[src/rtl/scmp_bus_responder.sv]
// scmp_bus_responder
// Memory-side responder for the SC/MP external bus. Decodes CPU bus cycles
// (ADS_n / RD_n / WR_n), latches the 16-bit address and cycle flags, serves
// reads from a fixed-latency synchronous memory port and commits writes once
// the write strobe is released. Also records halts and counts instruction fetches.
//
// Ports:
//   clk, rst        clock, asynchronous active-high reset
//   addr[11:0]      CPU address A11:0 (valid while ADS_n low)
//   D_i[7:0]        {H,D,I,R,A15:12} during ADS_n, write data during WR_n
//   ADS_n/RD_n/WR_n active-low bus strobes
//   D_o, D_oe       read data to CPU and its drive enable
//   mem_addr/mem_rd/mem_wr/mem_wdata/mem_rdata  synchronous memory port
//   halt            sticky, set by a claimed cycle carrying H
//   fetch_cnt       claimed cycles carrying I (wrapping)
//   bus_err         one-cycle protocol-violation pulse
module scmp_bus_responder #(
  parameter logic [3:0]  PAGE_MASK  = 4'hF,
  parameter logic [3:0]  PAGE_MATCH = 4'h0,
  parameter int unsigned MEM_LAT    = 1
) (
  input  logic        clk,
  input  logic        rst,
  input  logic [11:0] addr,
  input  logic [7:0]  D_i,
  input  logic        ADS_n,
  input  logic        RD_n,
  input  logic        WR_n,
  output logic [7:0]  D_o,
  output logic        D_oe,
  output logic [15:0] mem_addr,
  output logic        mem_rd,
  output logic        mem_wr,
  output logic [7:0]  mem_wdata,
  input  logic [7:0]  mem_rdata,
  output logic        halt,
  output logic [15:0] fetch_cnt,
  output logic        bus_err
);

  typedef enum logic [2:0] {
    S_IDLE, S_ADDR, S_RDWAIT, S_RDHOLD, S_WRHOLD, S_WRCOMMIT
  } state_t;

  localparam logic [2:0] LAT_LAST = 3'(MEM_LAT);

  state_t      state_q, state_d;
  logic        sel_q, sel_d;
  logic [15:0] addr_q, addr_d;
  logic        rd_q, rd_d;
  logic        wr_q, wr_d;
  logic [7:0]  wdata_q, wdata_d;
  logic [7:0]  dout_q, dout_d;
  logic        oe_q, oe_d;
  logic        halt_q, halt_d;
  logic [15:0] fetch_q, fetch_d;
  logic        err_q, err_d;
  logic [2:0]  lat_q, lat_d;
  logic        both_low;

  // D and R flags carry no meaning for this responder.
  logic unused_flags;
  assign unused_flags = D_i[6] ^ D_i[4];

  always_ff @(posedge clk or posedge rst) begin
    if (rst) begin
      state_q <= S_IDLE;
      sel_q   <= 1'b0;
      addr_q  <= '0;
      rd_q    <= 1'b0;
      wr_q    <= 1'b0;
      wdata_q <= '0;
      dout_q  <= '0;
      oe_q    <= 1'b0;
      halt_q  <= 1'b0;
      fetch_q <= '0;
      err_q   <= 1'b0;
      lat_q   <= '0;
    end else begin
      state_q <= state_d;
      sel_q   <= sel_d;
      addr_q  <= addr_d;
      rd_q    <= rd_d;
      wr_q    <= wr_d;
      wdata_q <= wdata_d;
      dout_q  <= dout_d;
      oe_q    <= oe_d;
      halt_q  <= halt_d;
      fetch_q <= fetch_d;
      err_q   <= err_d;
      lat_q   <= lat_d;
    end
  end

  always_comb begin
    state_d = state_q;
    sel_d   = sel_q;
    addr_d  = addr_q;
    rd_d    = 1'b0;
    wr_d    = 1'b0;
    wdata_d = wdata_q;
    dout_d  = dout_q;
    oe_d    = oe_q;
    halt_d  = halt_q;
    fetch_d = fetch_q;
    lat_d   = lat_q;

    both_low = !RD_n && !WR_n;
    err_d    = both_low || (state_q == S_IDLE && ADS_n && (!RD_n || !WR_n));

    // Strobe collision outranks everything, including a new address strobe.
    if (both_low) begin
      state_d = S_IDLE;
      oe_d    = 1'b0;
    end else if (!ADS_n) begin
      addr_d  = {D_i[3:0], addr};
      sel_d   = (D_i[3:0] & PAGE_MASK) == PAGE_MATCH;
      if (sel_d && D_i[5]) fetch_d = fetch_q + 16'd1;
      if (sel_d && D_i[7]) halt_d = 1'b1;
      oe_d    = 1'b0;
      state_d = S_ADDR;
    end else begin
      unique case (state_q)
        S_ADDR: begin
          if (!sel_q) begin
            state_d = S_IDLE;
          end else if (!RD_n) begin
            rd_d    = 1'b1;
            lat_d   = '0;
            state_d = S_RDWAIT;
          end else if (!WR_n) begin
            wdata_d = D_i;
            state_d = S_WRHOLD;
          end
        end
        S_RDWAIT: begin
          // lat_q counts edges since mem_rd was visible; data is captured
          // MEM_LAT cycles after the request cycle.
          if (lat_q == LAT_LAST) begin
            dout_d  = mem_rdata;
            oe_d    = 1'b1;
            state_d = S_RDHOLD;
          end else begin
            lat_d = lat_q + 3'd1;
          end
        end
        S_RDHOLD: begin
          if (RD_n) begin
            oe_d    = 1'b0;
            state_d = S_IDLE;
          end
        end
        S_WRHOLD: begin
          if (!WR_n) begin
            wdata_d = D_i;
          end else begin
            wr_d    = 1'b1;
            state_d = S_WRCOMMIT;
          end
        end
        S_WRCOMMIT: state_d = S_IDLE;
        default:    state_d = S_IDLE;
      endcase
    end
  end

  assign D_o       = dout_q;
  assign D_oe      = oe_q & ~RD_n;
  assign mem_addr  = addr_q;
  assign mem_rd    = rd_q;
  assign mem_wr    = wr_q;
  assign mem_wdata = wdata_q;
  assign halt      = halt_q;
  assign fetch_cnt = fetch_q;
  assign bus_err   = err_q;

endmodule

[config.mk]
export PLATFORM = sky130hd
export DESIGN_NAME = scmp_bus_responder
export DESIGN_NICKNAME = d
export VERILOG_FILES = /design/src/rtl/scmp_bus_responder.sv
export SDC_FILE = /design/constraint.sdc
export NUM_CORES = 1
export LEC_CHECK = 0
export CAP_MARGIN = 30
export CORE_MARGIN = 3
export CORE_UTILIZATION = 40
export CTS_CLUSTER_SIZE = 28
export DETAILED_ROUTE_END_ITERATION = 8
export HOLD_SLACK_MARGIN = 0.08
export PLACE_DENSITY = 0.79
export SETUP_SLACK_MARGIN = 0.2
export SKIP_CTS_REPAIR_TIMING = 1
export SLEW_MARGIN = 5
export SYNTH_ARGS = -nofsm -noshare
export SYNTH_HDL_FRONTEND = slang
export SYNTH_SLANG_ARGS = --single-unit
export TNS_END_PERCENT = 5
[constraint.sdc]
create_clock -name clk -period 2.27 [get_ports clk]
set_clock_uncertainty 0.1 [all_clocks]
set_input_delay 0.3405 -clock clk [delete_from_list [all_inputs] [get_ports clk]]
set_output_delay 0.3405 -clock clk [all_outputs]
set_load 0.01 [all_outputs]
==> impl_metrics.json <==
{
  "cts_root_buf": "clkbuf_8",
  "ys_types": 44,
  "synth_area_um2": 2648,
  "worst_hold_slack_ns": 0.2543,
  "dr.pass1.iters": 4,
  "initial_utilization_pct": 41.46,
  "arrival_ns": 2.00,
  "die_h_um": 87.36,
  "cts_tree": "done",
  "synth_top_area_share_pct": 56.71,
  "stdcell_area_um2": 3817,
  "total_leakage_power_nw": 1.753,
  "setup-violations-final": 0,
  "cp_max_fo": 7,
  "final_nets": 374,
  "area_delta_synth_final_pct": 44.19,
  "antenna_found_initial": 0,
  "async_reset_ff_share_pct": 100.0,
  "grt_start_max_net_pins": 25,
  "fin_crit_sh_pct": 83.24,
  "drc_errors": 0,
  "wl_per_cell_um": 14.08,
  "reg2reg_from": "state_q[1]",
  "worstHoldPathType": "input pin to asynchronous set/reset pin",
  "worstMarginPinSlew_ns": 0.5063,
  "yosysSeqAreaShare_pct": 56.71,
  "ir_worst_vdd_uv": 391.3,
  "cts_inserted_buffers": 9,
  "syn_area_per_cell_um2": 10.90,
  "gp_routability_congestion": 0.8227,
  "core-area_um2": 6386,
  "cp-end-kind": "flip-flop",
  "final_common_cell": "clkdlybuf4s50_1",
  "place_area_um2": 3636,
  "htree_levels": 3,
  "grt_pass1_wl_mm": 9.701,
  "setup_slack_ns": 0.3805,
  "netlist_top_cells_area": "dfrtp_1 57%, nand2_1 9.1%, mux2_2 7.2%",
  "place_inst": 404,
  "clk_latency_ns": 0.33,
  "cts.clk_slew.worst_paths_ns": 0.07,
  "cap_violations": 0,
  "ant_nets": 0,
  "rsz0062_at_grt": "no",
  "criticalPathCategory": "input pin to flip-flop",
  "ys_seq_elements": 60,
  "die_area_um2": 7631,
  "p_per_area_nw_per_um2": 657.1,
  "numClockSinks": 60,
  "syn_nets": 279,
  "io_pins": 86,
  "ys_warn_count": 0,
  "fin_cells": 420,
  "setup_tns_ns": 0,
  "dp_hpwl_mm": 4.391,
  "fmax_mhz": 529.3,
  "via_count": 2089,
  "die_w_um": 87.36,
  "vias_per_cell": 4.974,
  "first_global_vias": 2100,
  "synth-edff-count": 0,
  "fin_crit_ns": 1.889,
  "outcome": "finished clean",
  "routed_wirelength_mm": 5.913,
  "required_ns": 2.38,
  "critPathLaunch": "ADS_n",
  "layout_common_cells": "84 x clkdlybuf4s50_1, 64 x nand2_1, 60 x dfrtp_1, 17 x mux2_2, 11 x clkbuf_8",
  "num_rows": 29,
  "synthFlopType": "dfrtp_1",
  "synth_top_area_cell": "dfrtp_1",
  "antennaDiodeCount": 0,
  "grt_overflow": 0,
  "track_usage_pct": 16.51,
  "drive_gt1_share_pct": 14.87,
  "drtIter0Drc": 54,
  "dp_slack_ns": 0.07408,
  "syn_inst": 243,
  "max-slew-margin-rel_pct": 66.20,
  "hold_viol_final": 0,
  "start_kind": "input pin",
  "port_buffers": 85,
  "fillers": 546,
  "cts_max_path_buffers": 2,
  "maxSlewViolCount": 0
}
[synthesized netlist by cell type, drive strengths merged (2+ instances only)]
cell,n
nand3,8
nor2,7
xnor2,9
mux2,17
nor2b,4
ha,3
buf,6
nand4,4
clkbuf,4
nor3,4
inv,5
nand2,64
a21oi,6
o21ai,5
xor2,6
nor4b,2
and3,2
nor4,6
and4,3
dfrtp,60
nand2b,3
[state kept, by name (all words and copies together), names as in the netlist]
register and flops:
halt 1, D_o 8, mem_addr 16, sel_q 1, fetch_cnt 16, mem_rd 1
state_q 3, bus_err 1, lat_q 3, mem_wr 1, mem_wdata 8, oe_q 1
[routing by layer]
layer / vias up / part of all wire [%] / track usage (%)
li1: 1018 / - / -
met1: 1002 / 45 / 20.62
met2: 59 / 48 / 26.71
met3: 10 / 5.2 / 3.879
met4: 0 / 2.0 / 8.229
met5: - / 0 / 0
[final timing paths]
path	slack, ns	cells past startpoint	endpoint
max in group asynchronous	1.22	3	mem_addr[14]
hold reg to reg	0.37	1	halt
setup / recovery	0.38	5	lat_q[0]
hold / removal	0.25	2	D_o[1]
min in group clk	0.37	1	halt
setup reg to reg	0.46	4	lat_q[0]
[metrics by stage]
| step | util [%] | power (mW) |
|---|---|---|
| finish | 59.78 | 2.508 |
| global route | 59.78 | 2.627 |
| CTS | 59.74 | 2.545 |
| detailed placement | 56.94 | 1.673 |
| global placement | 56.94 | 1.663 |
| floorplan | - | 1.407 |
[cells by family (layout without fill, tap and decap cells)]
logic type / after synthesis / in the layout / synth area share, %
compound gates: 22 / 22 / 5.719
xor+xnor: 15 / 15 / 4.962
simple gates: 111 / 111 / 21.31
flops: 60 / 60 / 56.71
mux: 17 / 17 / 7.230
fa+ha+maj: 3 / 3 / 1.418
buf+inv: 15 / 115 / 2.646
[final cells by class]
type                       instances  area [um2]  area share, %
clock inverter                     4       23.77         0.6227
sequential                        60        1501          39.33
inverter                           5       18.77         0.4916
tap                               77       96.34          2.524
timing repair buffer              94       945.9          24.78
multi-input combinational        168        1076          28.19
clock buffer                      12       155.1          4.064
[power breakdown]
part / switching, mW / total (mW) / internal (mW)
Combinational: 0.190 / 0.439 / 0.249
Sequential: 0.0593 / 1.21 / 1.15
Clock: 0.409 / 0.861 / 0.452
Total: 0.658 / 2.51 / 1.85
[critical path, stage by stage]
cell	delay, ns
clkdlybuf4s50_1	0.62
o21ai_1	0.22
a211oi_1	0.34
o21ai_0	0.21
a22o_1	0.27
(Power assumes the default switching activity.)
